`src/rtl/addsub_arbiter.sv`:
```
// rtl/addsub_arbiter.sv - round-robin arbiter and sequencer for a shared combinational add/sub unit
module addsub_arbiter #(
    parameter int WIDTH = 4
) (
    input  logic             clk,
    input  logic             rst,
    input  logic             req0,
    input  logic             req1,
    input  logic [WIDTH-1:0] a0,
    input  logic [WIDTH-1:0] b0,
    input  logic [WIDTH-1:0] a1,
    input  logic [WIDTH-1:0] b1,
    input  logic             m0,
    input  logic             m1,
    output logic             gnt0,
    output logic             gnt1,
    output logic             done0,
    output logic             done1,
    output logic [WIDTH:0]   res,
    output logic             busy,
    output logic [WIDTH-1:0] au_a,
    output logic [WIDTH-1:0] au_b,
    output logic             au_m,
    input  logic [WIDTH:0]   au_sum
);

    typedef enum logic [1:0] {
        IDLE = 2'd0,
        EXEC = 2'd1,
        RESP = 2'd2
    } state_t;

    state_t state, state_nxt;
    logic   ptr;
    logic   win;

    always_ff @(posedge clk or posedge rst) begin
        if (rst) begin
            state <= IDLE;
        end else begin
            state <= state_nxt;
        end
    end

    always_comb begin
        state_nxt = state;
        case (state)
            IDLE:    if (req0 || req1) state_nxt = EXEC;
            EXEC:    state_nxt = RESP;
            RESP:    state_nxt = IDLE;
            default: state_nxt = IDLE;
        endcase
    end

    // Winner: sole requester, or the one the priority pointer names on contention.
    always_comb begin
        win = 1'b0;
        if (req0 && req1) begin
            win = ptr;
        end else if (req1) begin
            win = 1'b1;
        end
        busy = (state != IDLE);
    end

    always_ff @(posedge clk or posedge rst) begin
        if (rst) begin
            ptr   <= 1'b0;
            gnt0  <= 1'b0;
            gnt1  <= 1'b0;
            done0 <= 1'b0;
            done1 <= 1'b0;
            res   <= '0;
            au_a  <= '0;
            au_b  <= '0;
            au_m  <= 1'b0;
        end else begin
            case (state)
                IDLE: begin
                    if (req0 || req1) begin
                        gnt0 <= ~win;
                        gnt1 <= win;
                        au_a <= win ? a1 : a0;
                        au_b <= win ? b1 : b0;
                        au_m <= win ? m1 : m0;
                    end
                end
                EXEC: begin
                    res   <= au_sum;
                    done0 <= gnt0;
                    done1 <= gnt1;
                end
                RESP: begin
                    // Point away from the requester just served.
                    ptr   <= ~gnt1;
                    gnt0  <= 1'b0;
                    gnt1  <= 1'b0;
                    done0 <= 1'b0;
                    done1 <= 1'b0;
                end
                default: begin
                    gnt0  <= 1'b0;
                    gnt1  <= 1'b0;
                    done0 <= 1'b0;
                    done1 <= 1'b0;
                end
            endcase
        end
    end

endmodule

```
`config.mk`:
```
export PLATFORM = sky130hd
export DESIGN_NAME = addsub_arbiter
export DESIGN_NICKNAME = d
export VERILOG_FILES = /design/src/rtl/addsub_arbiter.sv
export SDC_FILE = /design/constraint.sdc
export NUM_CORES = 1
export LEC_CHECK = 0
export ABC_AREA = 1
export BUFFER_PORTS_ARGS = -buffer_cell sky130_fd_sc_hd__buf_2
export CAP_MARGIN = 20
export CORE_MARGIN = 5
export CORE_UTILIZATION = 47
export DETAILED_ROUTE_END_ITERATION = 7
export PLACE_DENSITY_LB_ADDON = 0.05
export SLEW_MARGIN = 0
export SYNTH_ARGS = -nofsm -noshare
export SYNTH_HDL_FRONTEND = slang
export SYNTH_SLANG_ARGS = --single-unit
```
`constraint.sdc`:
```
create_clock -name clk -period 2.3 [get_ports clk]
set_input_delay 0 -clock clk [delete_from_list [all_inputs] [get_ports clk]]
set_output_delay 0 -clock clk [all_outputs]
set_load 0.1 [all_outputs]
```
==> qor_table.md, run 1 <==
| Stage | Result | Reported |
|:---|:---|:---|
| status | Result of the run | completed |
| timing | Slew Limit Headroom | 49.1% |
| timing | Setup repair after global routing missed its margin | no |
| die | Std cell rows | 15 |
| yosys | Most instantiated cells after synthesis | nand2_1, dfrtp_1, nand3_1 |
| yosys | Cell type contributing the most total cell area after synthesis | dfrtp_1 |
| die | Die height | 53.9 um |
| die | I/O pin total | 46 |
| hold path | Classification of the worst-slack hold path | in -> reg |
| yosys | Cells taking the most area after synthesis | dfrtp_1, nand2_1, nand3_1 |
| critical path | Worst Path Arrival | 2170 ps |
| timing | Post-Route Skew | 8.94 ps |
| yosys | Number of synthesized flops with an enable pin | 0 |
| timing | Final critical-path required period | 1970 ps |
| critical path | Critical Path End Type | flop |
| clock network | Hold Buf Count CTS | 24 |
| die | Effective utilization at floorplan | 50.8% |
| route | DR pass1 iterations | 4 |
| finish | Utilization of the core after routing | 79.1% |
| finish | Fillers | 127 |
| critical path | Buffering stage count on the worst path with inverters included | 1 |
| global route | Wire length of the first global-routing pass | 4130 um |
| finish | Number of antenna cells inserted | 0 |
| critical path | Cell depth of the worst setup path | 5 |
| route | Post-Route WL | 2510 um |
| route | Overall via count from detail_route | 966 |
| placement | Port bufs | 45 |
| route | Initial DRC Count | 15 |
| yosys | Post-synth top area share | 58.0% |
| critical path | Setup slack of the most critical reg-to-reg path | 330 ps |
| critical path | CP Launch Point | state[1] |
| finish | Area growth from synthesis to final layout | 55.7% |
| global route | Number of antenna violations at the first check in global routing | 0 |
| yosys | Post-Syn Instances | 102 |
| timing | Worst slack on hold paths | 99.8 ps |
| timing | Final Slew Violations | 0 |
| clock network | Cell at the root of the clock tree | clkbuf_4 |
| yosys | Post-synthesis instance area | 906 sq um |
| route | Final routed DRC violation total | 0 |
| die | Total core area | 0.00178 sq mm |
| yosys | Synth async-reset ratio | 100% |
| critical path | Endpoint of the most critical setup path | au_m |
| critical path | Endpoint of the worst-slack reg-to-reg timing path | au_m |
| yosys | Number of synthesis warnings | 0 |
| finish | Post-layout nets | 199 |
| critical path | Worst Reg-to-Reg Cells | 5 |
| route | Final antenna-violating net count | 0 |
| clock network | Total CTS buffers | 3 |
| critical path | CP top delay family | simple AND/OR/NAND/NOR gates |
| clock network | Worst-Skew Late Latency | 300 ps |
| global route | Largest net degree at the start of global routing | 22 |
| route | Via density per instance | 4.93 |
| timing | Transition at the pin with the smallest max-transition slack | 762 ps |
| critical path | List of cells traversed by the critical path | nor2_2 -> o21ai_2 -> nand2_1 -> nand3_1 -> dlygate4sd3_1 |
| yosys | Synthesized area per cell | 8.88 sq um |
| yosys | Most used standard cell by instance count after synthesis | nand2_1 |
| clock network | CTS sink count | 21 |
| placement | GPL Wtd Cong | 0.846 |
| critical path | Required time at the worst-slack endpoint | 2490 ps |
| clock network | Clock transition at the registers of the reported paths | 130 ps |
| critical path | Kind of start point of the critical path | flop |
| timing | Tcrit/Tclk final | 85.8% |
| clock network | Number of gates resized after cts | 0 |
| critical path | Master of the slowest instance on the critical path | dlygate4sd3_1 |
| finish | Share of layout cells above drive strength 1 | 32.7% |
| job | Max-Cap Viols | 0 |
| timing | Final Hold Vio Count | 0 |
| critical path | Critical path class | reg -> reg |
| yosys | Number of distinct library cells after synthesis | 16 |
| clock network | Buffers from clock root to sink, at most | 2 |
| die | Width of the die | 53.9 um |
| timing | Final setup fails | 0 |
| clock network | Setup bufs post-CTS | 0 |
| global route | Number of global-route vias before repair | 944 |
| timing | TNS Setup | 0 ps |
| global route | Overall Global Routing Usage | 19.8% |
| critical path | Reg2Reg Launch Point | state[1] |
| route | Wirelength per Cell | 12.8 um |
| critical path | Highest net fanout along the worst path | 13 |
| yosys | Flip-flop and latch count after synthesis | 21 |
| placement | HPWL after detailed placement | 1680 um |
| critical path | Slowest Stage Delay on Critical Path | 560 ps |
| timing | Highest clock rate | 507 MHz |
| clock network | TritonCTS clock tree | done |
| global route | Aggregate global routing overflow | 0 |
| yosys | Syn_nets | 129 |
| clock network | CTS H-tree depth | 1 |
| yosys | Predominant post-synthesis flop cell | dfrtp_1 |
| die | Area enclosed by the die boundary | 0.00291 sq mm |
| hold path | Number of cells on the worst hold path | 3 |
| yosys | Share of the yosys chip area belonging to registers | 58.0% |
[worst reg2reg max path: stages, from the launching register on]
cell	delay (ps)
dfrtp_1	450
nor2_2	430
o21ai_2	230
nand2_1	120
nand3_1	70
dlygate4sd3_1	560
[registers in the layout, summed over array words and instances (netlist names)]
register	flops
done1	1
state	2
ptr	1
gnt0	1
au_m	1
gnt1	1
au_a	4
au_b	4
res	5
done0	1
[cell usage in the layout, fill, tap and decap left out, drive strengths merged, types with 3 or more instances in the layout]
cell type and count:
buf 45, nand2 31, dlygate4sd3 24, dfrtp 21
nand3 19, nand4 9, inv 7, o21ai 6
clkbuf 3, nor2 3
[per-stage QoR]
stage                     cells  cell area, sq um  worst slack, ps
after floorplan             102               906              940
after global placement      168              1140              950
after detailed placement    168              1140              896
after CTS                   196              1410              342
after global routing        196              1410              174
final                       196              1410              326
[cell families after synthesis]
group,Yosys count,synth area share (%)
flops,21,58.0
buf+inv,11,5.39
compound gates,8,4.97
simple gates,62,31.6
[worst min path at each step]
stage                     slack (ps)       to  start
after floorplan                  -20  au_a[0]    rst
after CTS                        100     gnt1   req1
after global placement           180  au_b[0]    rst
after global routing             140     gnt0   req0
after detailed placement         180  au_b[0]    rst
final                            100     gnt1   req1
[layout make-up]
cell class / instances / area (sq um) / area share [%]
flip-flops and latches: 21 / 526 / 37.3
clock inverters: 1 / 7.51 / 0.532
inverters: 7 / 26.3 / 1.86
multi-input cells: 70 / 332 / 23.5
clock buffers: 3 / 22.5 / 1.60
well taps: 25 / 31.3 / 2.22
repair buffers: 69 / 465 / 33.0
[layer usage]
metal	track usage [%]	part of all wire, %	wire (um)	vias to the layer above
met1	25.1	43	1080	457
met2	33.3	50	1240	27
met4	7.23	0.56	14	0
met5	0	0	0	-
met3	3.88	7.0	176	2
li1	-	-	-	480
Power of run 1 is left out: the tool's default activity adds up to more than one toggle a clock period on the data nets, which glitch-free logic cannot reach.
==> run 2, diff against run 1 <==
--- a/config.mk
+++ b/config.mk
@@ -8,8 +8,9 @@
 export ABC_AREA = 1
 export BUFFER_PORTS_ARGS = -buffer_cell sky130_fd_sc_hd__buf_2
 export CAP_MARGIN = 20
-export CORE_MARGIN = 5
-export CORE_UTILIZATION = 47
+export CELL_PAD_IN_SITES_DETAIL_PLACEMENT = 1
+export CELL_PAD_IN_SITES_GLOBAL_PLACEMENT = 1
+export CORE_UTILIZATION = 33
 export DETAILED_ROUTE_END_ITERATION = 7
 export PLACE_DENSITY_LB_ADDON = 0.05
 export SLEW_MARGIN = 0
==> qor_table.md, run 2 (synthesis gave the netlist of run 1 again) <==
| Stage | Result | Reported |
|:---|:---|:---|
| status | Result of the run | completed |
| clock network | Buffers from clock root to sink, at most | 2 |
| clock network | Number of gates resized after cts | 0 |
| route | Final antenna-violating net count | 0 |
| timing | Slew Limit Headroom | 46.8% |
| timing | Final Hold Vio Count | 0 |
| timing | Post-Route Skew | 1.92 ps |
| timing | Worst slack on hold paths | 84.0 ps |
| die | Die height | 54.4 um |
| route | Final routed DRC violation total | 0 |
| placement | HPWL after detailed placement | 1820 um |
| finish | Area used by sequential logic in the layout | 526 sq um |
| critical path | Highest net fanout along the worst path | 13 |
| timing | Final critical-path required period | 2050 ps |
| die | Area enclosed by the die boundary | 0.00296 sq mm |
| global route | Number of global-route vias before repair | 951 |
| die | Effective utilization at floorplan | 35.6% |
| finish | Number of antenna cells inserted | 0 |
| timing | Tcrit/Tclk final | 89.0% |
| timing | Final Slew Violations | 0 |
| timing | Highest clock rate | 489 MHz |
| critical path | Endpoint of the worst-slack reg-to-reg timing path | au_b[2] |
| placement | GPL Wtd Cong | 0.717 |
| timing | Final setup fails | 0 |
| finish | Area growth from synthesis to final layout | 56.4% |
| die | Width of the die | 54.4 um |
| placement | Port bufs | 45 |
| critical path | Reg2Reg Launch Point | state[1] |
| die | I/O pin total | 46 |
| critical path | Worst Reg-to-Reg Cells | 5 |
| finish | Most frequent cells in the layout | buf_2, nand2_1, dlygate4sd3_1 |
| finish | Largest registers | res x5, au_a x4, au_b x4 |
| die | Std cell rows | 18 |
| route | Initial DRC Count | 11 |
| critical path | Endpoint of the most critical setup path | au_b[2] |
| critical path | CP Launch Point | state[1] |
| global route | Largest net degree at the start of global routing | 22 |
| timing | Transition at the pin with the smallest max-transition slack | 798 ps |
| route | DR pass1 iterations | 4 |
| finish | Largest Register | res |
| route | Overall via count from detail_route | 964 |
| critical path | Kind of start point of the critical path | flop |
| clock network | TritonCTS clock tree | done |
| route | Post-Route WL | 2730 um |
| global route | Overall Global Routing Usage | 21.1% |
| global route | Number of antenna violations at the first check in global routing | 0 |
| clock network | CTS H-tree depth | 1 |
| placement | DP Area | 0.00115 sq mm |
| clock network | Clock transition at the registers of the reported paths | 120 ps |
| clock network | Worst-Skew Late Latency | 310 ps |
| critical path | Required time at the worst-slack endpoint | 2510 ps |
| finish | Most common cell after layout, fill and taps aside | buf_2 |
| clock network | Cell at the root of the clock tree | clkbuf_4 |
| global route | Aggregate global routing overflow | 0 |
| route | Via density per instance | 4.80 |
| global route | Wire length of the first global-routing pass | 4310 um |
| clock network | CTS sink count | 21 |
| critical path | Setup slack of the most critical reg-to-reg path | 250 ps |
| clock network | Total CTS buffers | 3 |
| timing | Setup repair after global routing missed its margin | no |
| critical path | Critical path class | reg -> reg |
| finish | Post-layout nets | 199 |
| finish | Share of layout cells above drive strength 1 | 32.7% |
| job | Max-Cap Viols | 0 |
| finish | Area of combinational cells with multiple inputs | 332 sq um |
| critical path | Worst Path Arrival | 2260 ps |
| finish | Fillers | 319 |
| route | Wirelength per Cell | 13.6 um |
| critical path | Critical Path End Type | flop |
| finish | Max FFs per register | 5 |
| finish | Non-Filler Cell Area, Final | 0.00142 sq mm |
| die | Total core area | 0.00254 sq mm |
| hold path | Classification of the worst-slack hold path | in -> reg |
| timing | TNS Setup | 0 ps |
[run 2: per-stage QoR]
step	setup WS (ps)	utilization (%)	instances
final	254	55.7	201
after global routing	104	55.7	201
after CTS	303	55.7	201
after detailed placement	872	45.0	173
after global placement	920	45.0	173
after floorplan	940	-	102
[run 2: cell type report]
class / instances / area share (%)
clock buffers: 3 / 1.59
clock inverters: 1 / 0.530
inverters: 7 / 1.86
multi-input cells: 70 / 23.4
flip-flops and latches: 21 / 37.1
well taps: 30 / 2.65
repair buffers: 69 / 32.9
[run 2: worst min-delay path by stage]
stage	startpoint	endpoint	slack, ps	depth (start not counted)
global placement	au_sum[0]	res[0]	190	3
global route	req1	gnt1	100	3
CTS	req1	gnt1	80	3
detailed placement	rst	au_m	190	2
finish	req1	gnt1	80	3
floorplan	rst	au_a[0]	-20	1
[run 2: worst max-delay path, stage by stage (launching register included)]
cell and delay (ps):
dfrtp_1 450, nor2_2 450, o21ai_2 250, nand2_1 130, nand3_1 90, dlygate4sd3_1 570
[run 2: repair_timing]
action / CTS / global route
setup buffers: 0 / 0
hold endpoints to repair: 35 / 0
hold buffers: 24 / 0
[run 2: metal layers]
layer	track usage (%)	part of all wire, %	vias up
li1	-	-	482
met1	27.3	45	452
met2	34.3	50	26
met3	6.11	4.1	4
met4	5.13	0.95	0
met5	0	0	-
Power of run 2 is left out for the same reason.
